$ cat config.mk
export PLATFORM = sky130hd
export DESIGN_NAME = pipelined_carry_select_adder
export DESIGN_NICKNAME = d
export VERILOG_FILES = /design/src/rtl/pipelined_carry_select_adder.sv
export SDC_FILE = /design/constraint.sdc
export NUM_CORES = 1
export LEC_CHECK = 0
export ABC_AREA = 0
export CORE_MARGIN = 2
export CORE_UTILIZATION = 25
export CTS_CLUSTER_DIAMETER = 30
export DETAILED_ROUTE_END_ITERATION = 10
export HOLD_SLACK_MARGIN = 0.02
export PLACE_DENSITY = 0.43
export SETUP_SLACK_MARGIN = 0.2
export SYNTH_ARGS = -nofsm -noshare
export SYNTH_HDL_FRONTEND = slang
export SYNTH_SLANG_ARGS = --single-unit
$ cat constraint.sdc
create_clock -name clk -period 5.4 [get_ports clk]
set_input_delay 0.54 -clock clk [delete_from_list [all_inputs] [get_ports clk]]
set_output_delay 0.54 -clock clk [all_outputs]
set_load 0.05 [all_outputs]
$ cat src/rtl/pipelined_carry_select_adder.sv
// Pipelined carry-select adder/subtractor: BLOCK-bit select blocks, a register
// stage after every BLOCKS_PER_STAGE blocks, valid/ready handshake at both ends.
module pipelined_carry_select_adder #(
  parameter int unsigned WIDTH            = 16,
  parameter int unsigned BLOCK            = 4,
  parameter int unsigned BLOCKS_PER_STAGE = 1
) (
  input  logic                     clk,
  input  logic                     rst,
  input  logic                     in_valid,
  output logic                     in_ready,
  input  logic [WIDTH-1:0]         a,
  input  logic [WIDTH-1:0]         b,
  input  logic                     carry_in,
  input  logic                     sub,
  output logic                     out_valid,
  input  logic                     out_ready,
  output logic [WIDTH-1:0]         sum,
  output logic                     carry_out,
  output logic                     overflow,
  output logic [WIDTH/BLOCK-1:0]   block_carries
);

  localparam int unsigned NBLK = WIDTH / BLOCK;
  localparam int unsigned L    = NBLK / BLOCKS_PER_STAGE;
  localparam int unsigned SW   = BLOCK * BLOCKS_PER_STAGE;
  localparam int unsigned BW   = BLOCK + 1;

  // Operands are kept right-aligned: each stage consumes the low SW bits and
  // shifts the rest down. Finished sum bits and carries enter from the top.
  typedef struct packed {
    logic             valid;
    logic             carry;
    logic             sign_a;
    logic             sign_b;
    logic             ovf;
    logic [WIDTH-1:0] opa;
    logic [WIDTH-1:0] opb;
    logic [WIDTH-1:0] res;
    logic [NBLK-1:0]  bc;
  } stage_t;

  stage_t                      stage_in  [L];
  stage_t                      stage_nxt [L];
  stage_t                      stage_q   [L];
  logic                        advance;
  logic                        c;
  logic [BW-1:0]               r0;
  logic [BW-1:0]               r1;
  logic [BW-1:0]               rsel;
  logic [SW-1:0]               ssum;
  logic [BLOCKS_PER_STAGE-1:0] sbc;

  assign advance  = !out_valid || out_ready;
  assign in_ready = advance;

  // Stage inputs and carry-select evaluation of every stage.
  always_comb begin
    c    = 1'b0;
    r0   = '0;
    r1   = '0;
    rsel = '0;
    ssum = '0;
    sbc  = '0;

    stage_in[0].valid  = in_valid;
    stage_in[0].carry  = sub | carry_in;
    stage_in[0].sign_a = a[WIDTH-1];
    stage_in[0].sign_b = b[WIDTH-1] ^ sub;
    stage_in[0].ovf    = 1'b0;
    stage_in[0].opa    = a;
    stage_in[0].opb    = sub ? ~b : b;
    stage_in[0].res    = '0;
    stage_in[0].bc     = '0;
    for (int unsigned s = 1; s < L; s++) begin
      stage_in[s] = stage_q[s-1];
    end

    for (int unsigned s = 0; s < L; s++) begin
      stage_nxt[s] = stage_in[s];
      c    = stage_in[s].carry;
      ssum = '0;
      sbc  = '0;
      for (int unsigned k = 0; k < BLOCKS_PER_STAGE; k++) begin
        r0   = BW'(stage_in[s].opa[k*BLOCK +: BLOCK]) + BW'(stage_in[s].opb[k*BLOCK +: BLOCK]);
        r1   = r0 + BW'(1);
        rsel = c ? r1 : r0;
        ssum[k*BLOCK +: BLOCK] = rsel[BLOCK-1:0];
        c      = rsel[BLOCK];
        sbc[k] = c;
      end
      stage_nxt[s].carry = c;
      stage_nxt[s].opa   = stage_in[s].opa >> SW;
      stage_nxt[s].opb   = stage_in[s].opb >> SW;
      stage_nxt[s].res   = (stage_in[s].res >> SW) | (WIDTH'(ssum) << (WIDTH - SW));
      stage_nxt[s].bc    = (stage_in[s].bc >> BLOCKS_PER_STAGE)
                         | (NBLK'(sbc) << (NBLK - BLOCKS_PER_STAGE));
      // Only meaningful once the top bit is final, i.e. in the last stage.
      stage_nxt[s].ovf   = (stage_in[s].sign_a == stage_in[s].sign_b)
                         && (stage_nxt[s].res[WIDTH-1] != stage_in[s].sign_a);
    end
  end

  // Pipeline registers: whole pipe shifts together on advance, bubbles included.
  always_ff @(posedge clk) begin
    if (rst) begin
      for (int unsigned s = 0; s < L; s++) begin
        stage_q[s] <= '0;
      end
    end else if (advance) begin
      for (int unsigned s = 0; s < L; s++) begin
        stage_q[s] <= stage_nxt[s];
      end
    end
  end

  assign out_valid     = stage_q[L-1].valid;
  assign sum           = stage_q[L-1].res;
  assign carry_out     = stage_q[L-1].carry;
  assign overflow      = stage_q[L-1].ovf;
  assign block_carries = stage_q[L-1].bc;

endmodule

Word-level counts from Yosys, hierarchy flattened
Memory sizes are Yosys's and may differ from the RTL's.
Index checks and enable logic that the tools add are counted.
{ "totals": {"memories": 1, "ff_bits": 0, "ramBits": 196, "inputBits": 38, "word_cells": 50, "output_inout_bits": 24} }
{ "mem_list": {"columns": ["name", "words", "word_bits", "rd", "rd_clocked_by_memory_dff", "write_ports", "line_no", "source"], "rows": [
  ["stage_q", 4, 49, 4, 0, 4, "45", "stage_t stage_q [L];"]
]} }
{ "classes": {"mux": 14, "addsub": 8, "eq_ne": 8, "n_bitwise": 13, "reduce_logical": 6} }
{ "ops": {"columns": ["op", "n"], "rows": [
  ["49-bit two-way mux", 4],
  ["12-bit by 16-bit OR with 16-bit output", 3],
  ["4-bit by 4-bit adder with 5-bit output", 4],
  ["5-bit by 1-bit adder with 5-bit output (second input constant)", 4],
  ["5-bit two-way mux", 4],
  ["16-bit two-way mux", 1],
  ["16-bit inverter", 1],
  ["3-bit by 4-bit OR with 4-bit output", 3],
  ["1-bit two-way mux", 5],
  ["1-bit OR", 5],
  ["1-bit equality test", 4],
  ["1-bit logical AND", 4],
  ["1-bit inequality test", 4],
  ["1-bit logical NOT", 1],
  ["1-bit logical OR", 1],
  ["1-bit bitwise XOR", 1]
]} }

Logic depth before layout (Yosys ltp)
{ "depth": {"ltp_word": 8, "depth_mapped": 10, "depth_no_buf": 9} }

Worst setup path before layout
No wires, ideal clock.
{ "synth_path": {"path_kind": "reg2reg", "start": "mem stage_q[3][48] (netlist name)", "end": "mem stage_q[0][16] (netlist name), enable pin", "t_arrival_ns": 2.518, "setup_ns": 0.418, "path_stages_with_launch": 3, "period_less_slack_ns": 2.936, "path_buffers": 0, "required_ns": 4.982, "setup_slack_ns": 2.464, "cell_sequence": "edfxtp_1 > nand2b_1 > or2_2"} }
{ "synth_rtl": {"columns": ["item", "line_no"], "rows": [
  ["start, declared", "45"]
]} }

==> results.sh <==
export IMPL_worstPathArrival_ns=3.11
export IMPL_period_share_pct=54.3
export IMPL_root_buffer="clkbuf_16"
export IMPL_fp_dieW_um=143
export IMPL_antenna_found_initial=0
export IMPL_synth_adder_area_share_pct=6.88
export IMPL_hp_class="reg2reg"
export IMPL_gp_congestion=0.759
export IMPL_gr_total_overflow=0
export IMPL_postSynthAreaPerCell_um2=13.8
export IMPL_grtUsageTotal_pct=8.40
export IMPL_r2r_end="stage_q[1][3]"
export IMPL_power_density_nw_per_um2=322
export IMPL_synth_top_family_by_area="simple AND/OR/NAND/NOR gates"
export IMPL_cts_buffers=9
export IMPL_cts_max_path_buffers=2
export IMPL_antenna_left=0
export IMPL_clk_pin_slew_worst_paths_ns=0.07
export IMPL_holdPathStages=1
export IMPL_post_route_min_period_ns=2.93
export IMPL_routedWlPerCell_um=12.2
export IMPL_min_to="stage_q[2][21]"
export IMPL_worstHoldStart="stage_q[1][25]"
export IMPL_hold_buffers=0
export IMPL_io_pins=62
export IMPL_yosysSeqAreaShare_pct=64.5
export IMPL_die_area_um2=20300
export IMPL_status="finished, final reports clean"
export IMPL_grt_pass1_vias=2679
export IMPL_dpl_hpwl_mm=5.22
export IMPL_worstSetupPathType="in2reg"
export IMPL_top_regs="stage_q x103"
export IMPL_synth_warnings=0
export IMPL_numPortBuffers=61
export IMPL_final_cells=646
export IMPL_drv_slew=0
export IMPL_grt_max_degree=75
export IMPL_fin_nets=472
export IMPL_fillers=1869
export IMPL_top_register="stage_q"
export IMPL_leakage_uw=0.00239
export IMPL_wl_mm=7.86
export IMPL_multiInputGateArea_um2=1620
export IMPL_antenna_cells=0
export IMPL_area_growth_pct=25.0
export IMPL_maxCapViolCount=0
export IMPL_timing_hold_violations_final=0
export IMPL_cp_end_kind="flop"
export IMPL_synth_top_area_share_pct=64.5
export IMPL_reg2reg_slack_ns=3.05
export IMPL_fin_util_pct=31.9
export IMPL_cts_htree_levels=3
export IMPL_peakVddDrop_mv=0.135
export IMPL_start_kind="primary input"
export IMPL_worst_slew_pin_slew_ns=1.02
export IMPL_synthTopCellsByArea="edfxtp_1, and2_1, ha_1, xnor2_1, nor2_1"
export IMPL_tritoncts="yes"
export IMPL_num_rows=50
export IMPL_first_pass_iters=4
export IMPL_placedCellCount=633
export IMPL_fmax_mhz=341
export IMPL_synthMuxAreaShare_pct=0.652
export IMPL_synth_top_area_cell="edfxtp_1"
export IMPL_finalSetupTns_ns=0
export IMPL_ys_ff_latch=103
export IMPL_initial_core_util_pct=25.6
export IMPL_synth_nets=410
export IMPL_place_area_um2=5670
export IMPL_synthSimpleGateAreaFrac_pct=14.9
export IMPL_path_max_fanout=19
export IMPL_setup_viol=0
export IMPL_dieHeight_um=143
export IMPL_ff_latch_area_um2=3090
export IMPL_coreArea_um2=18800
export IMPL_grt_pass1_wl_mm=13.0
export IMPL_synthXorXnorAreaFrac_pct=7.38
export IMPL_synth_compound_area_share_pct=3.78
export IMPL_cp_data_required_time_ns=5.58
export IMPL_largest_register_ffs=103
export IMPL_route_detailed_drc=0
export IMPL_clock_skew_final_ns=0.00777
export IMPL_ctsResizeCount=0
export IMPL_setup_worst_path_start="sub"
export IMPL_synthesis_area_um2=4800
export IMPL_worstRegToRegCells=8
export IMPL_vias=2612
export IMPL_rsz0062_at_grt="false"
export IMPL_drive_above_1_share_pct=5.83
export IMPL_r2r_start="stage_q[0][20]"
export IMPL_insertion_delay_ns=0.35
export IMPL_final_area_um2=6000
export IMPL_slew_headroom_pct=32.3
export IMPL_drtIter0Drc=172
export IMPL_syn_inst=348
export IMPL_synth_cell_types=35
export IMPL_clkSinkCount=103
export IMPL_vias_per_cell=4.04
export IMPL_cts_setup_buffers=0
## synthesized netlist by cell type (all sizes together)
| cell type | number |
|---|---|
| nor2b | 1 |
| a21oi | 11 |
| nor3 | 4 |
| xor2 | 9 |
| nand3 | 3 |
| mux2 | 1 |
| or3 | 1 |
| mux2i | 2 |
| a31oi | 1 |
| buf | 4 |
| xnor3 | 1 |
| nand2b | 4 |
| and3b | 1 |
| fa | 4 |
| o31a | 1 |
| o21ai | 6 |
| inv | 6 |
| or2 | 1 |
| a211oi | 2 |
| nor4 | 2 |
| xnor2 | 28 |
| nand4b | 2 |
| clkbuf | 10 |
| a21o | 8 |
| nor2 | 35 |
| and2 | 70 |
| nand3b | 1 |
| nand2 | 6 |
| edfxtp | 103 |
| ha | 20 |
## worst max-delay path, cell delays in order
cell and delay, ns:
clkdlybuf4s50_1 0.45, buf_4 0.29, xor2_1 0.12, ha_1 0.22
fa_1 0.54, ha_1 0.15, o21ai_0 0.11, nand2b_1 0.18
or3_1 0.31, a31oi_1 0.19
## worst max path at each step
| stage | to | cells after the start |
|---|---|---|
| after CTS | stage_q[0][3] | 10 |
| final | stage_q[0][3] | 10 |
| after detailed placement | stage_q[0][3] | 10 |
| after floorplan | stage_q[0][16] | 2 |
| after global placement | stage_q[0][3] | 10 |
| after global routing | stage_q[0][3] | 10 |
## layout make-up
cell class                      count  area share [%]
Clock buffer                        9            3.76
Clock inverter                      4            1.63
Inverter                            6           0.376
Multi-Input combinational cell    225            27.1
Sequential cell                   103            51.6
Tap cell                          234            4.88
Timing Repair Buffer               65            10.7
## cell usage in the layout, fill, tap and decap left out, types with 9 or more instances in the layout
master           Yosys  layout
xor2_1               9       9
clkdlybuf4s50_1      0      61
edfxtp_1           103     103
a21oi_1             10      10
and2_1              70      70
ha_1                20      20
clkbuf_16            0       9
xnor2_1             27      27
nor2_1              35      35
## power breakdown
group / leakage (uW) / internal, uW / total, uW / switching, uW
registers: 0.00122 / 949 / 969 / 20.3
clock network: 0.000153 / 445 / 715 / 270
logic: 0.00101 / 117 / 249 / 132
## logic make-up after synthesis
kind of cell | after synthesis
buffers and inverters | 20
DFF | 103
and+or+nand+nor | 131
xor gates and xnor gates | 38
adders and majority gates | 24
muxes | 3
AOI/OAI and AO/OA | 29
## layer usage
layer	part of all wire (%)	vias to the layer above	global-route usage, %
li1	-	1337	-
met1	45	1212	9.95
met5	0	-	0
met3	4.0	13	1.88
met4	2.7	0	5.58
met2	48	50	13.7
## through the flow
step	hold WS, ns	power, uW	setup WS (ns)
floorplan	0.497	1160	2.46
global placement	0.499	1240	2.21
detailed placement	0.505	1240	2.11
CTS	0.520	1960	2.48
global route	0.533	2020	2.29
finish	0.518	1930	2.47
Note: power is estimated with default switching activity, not from simulation.
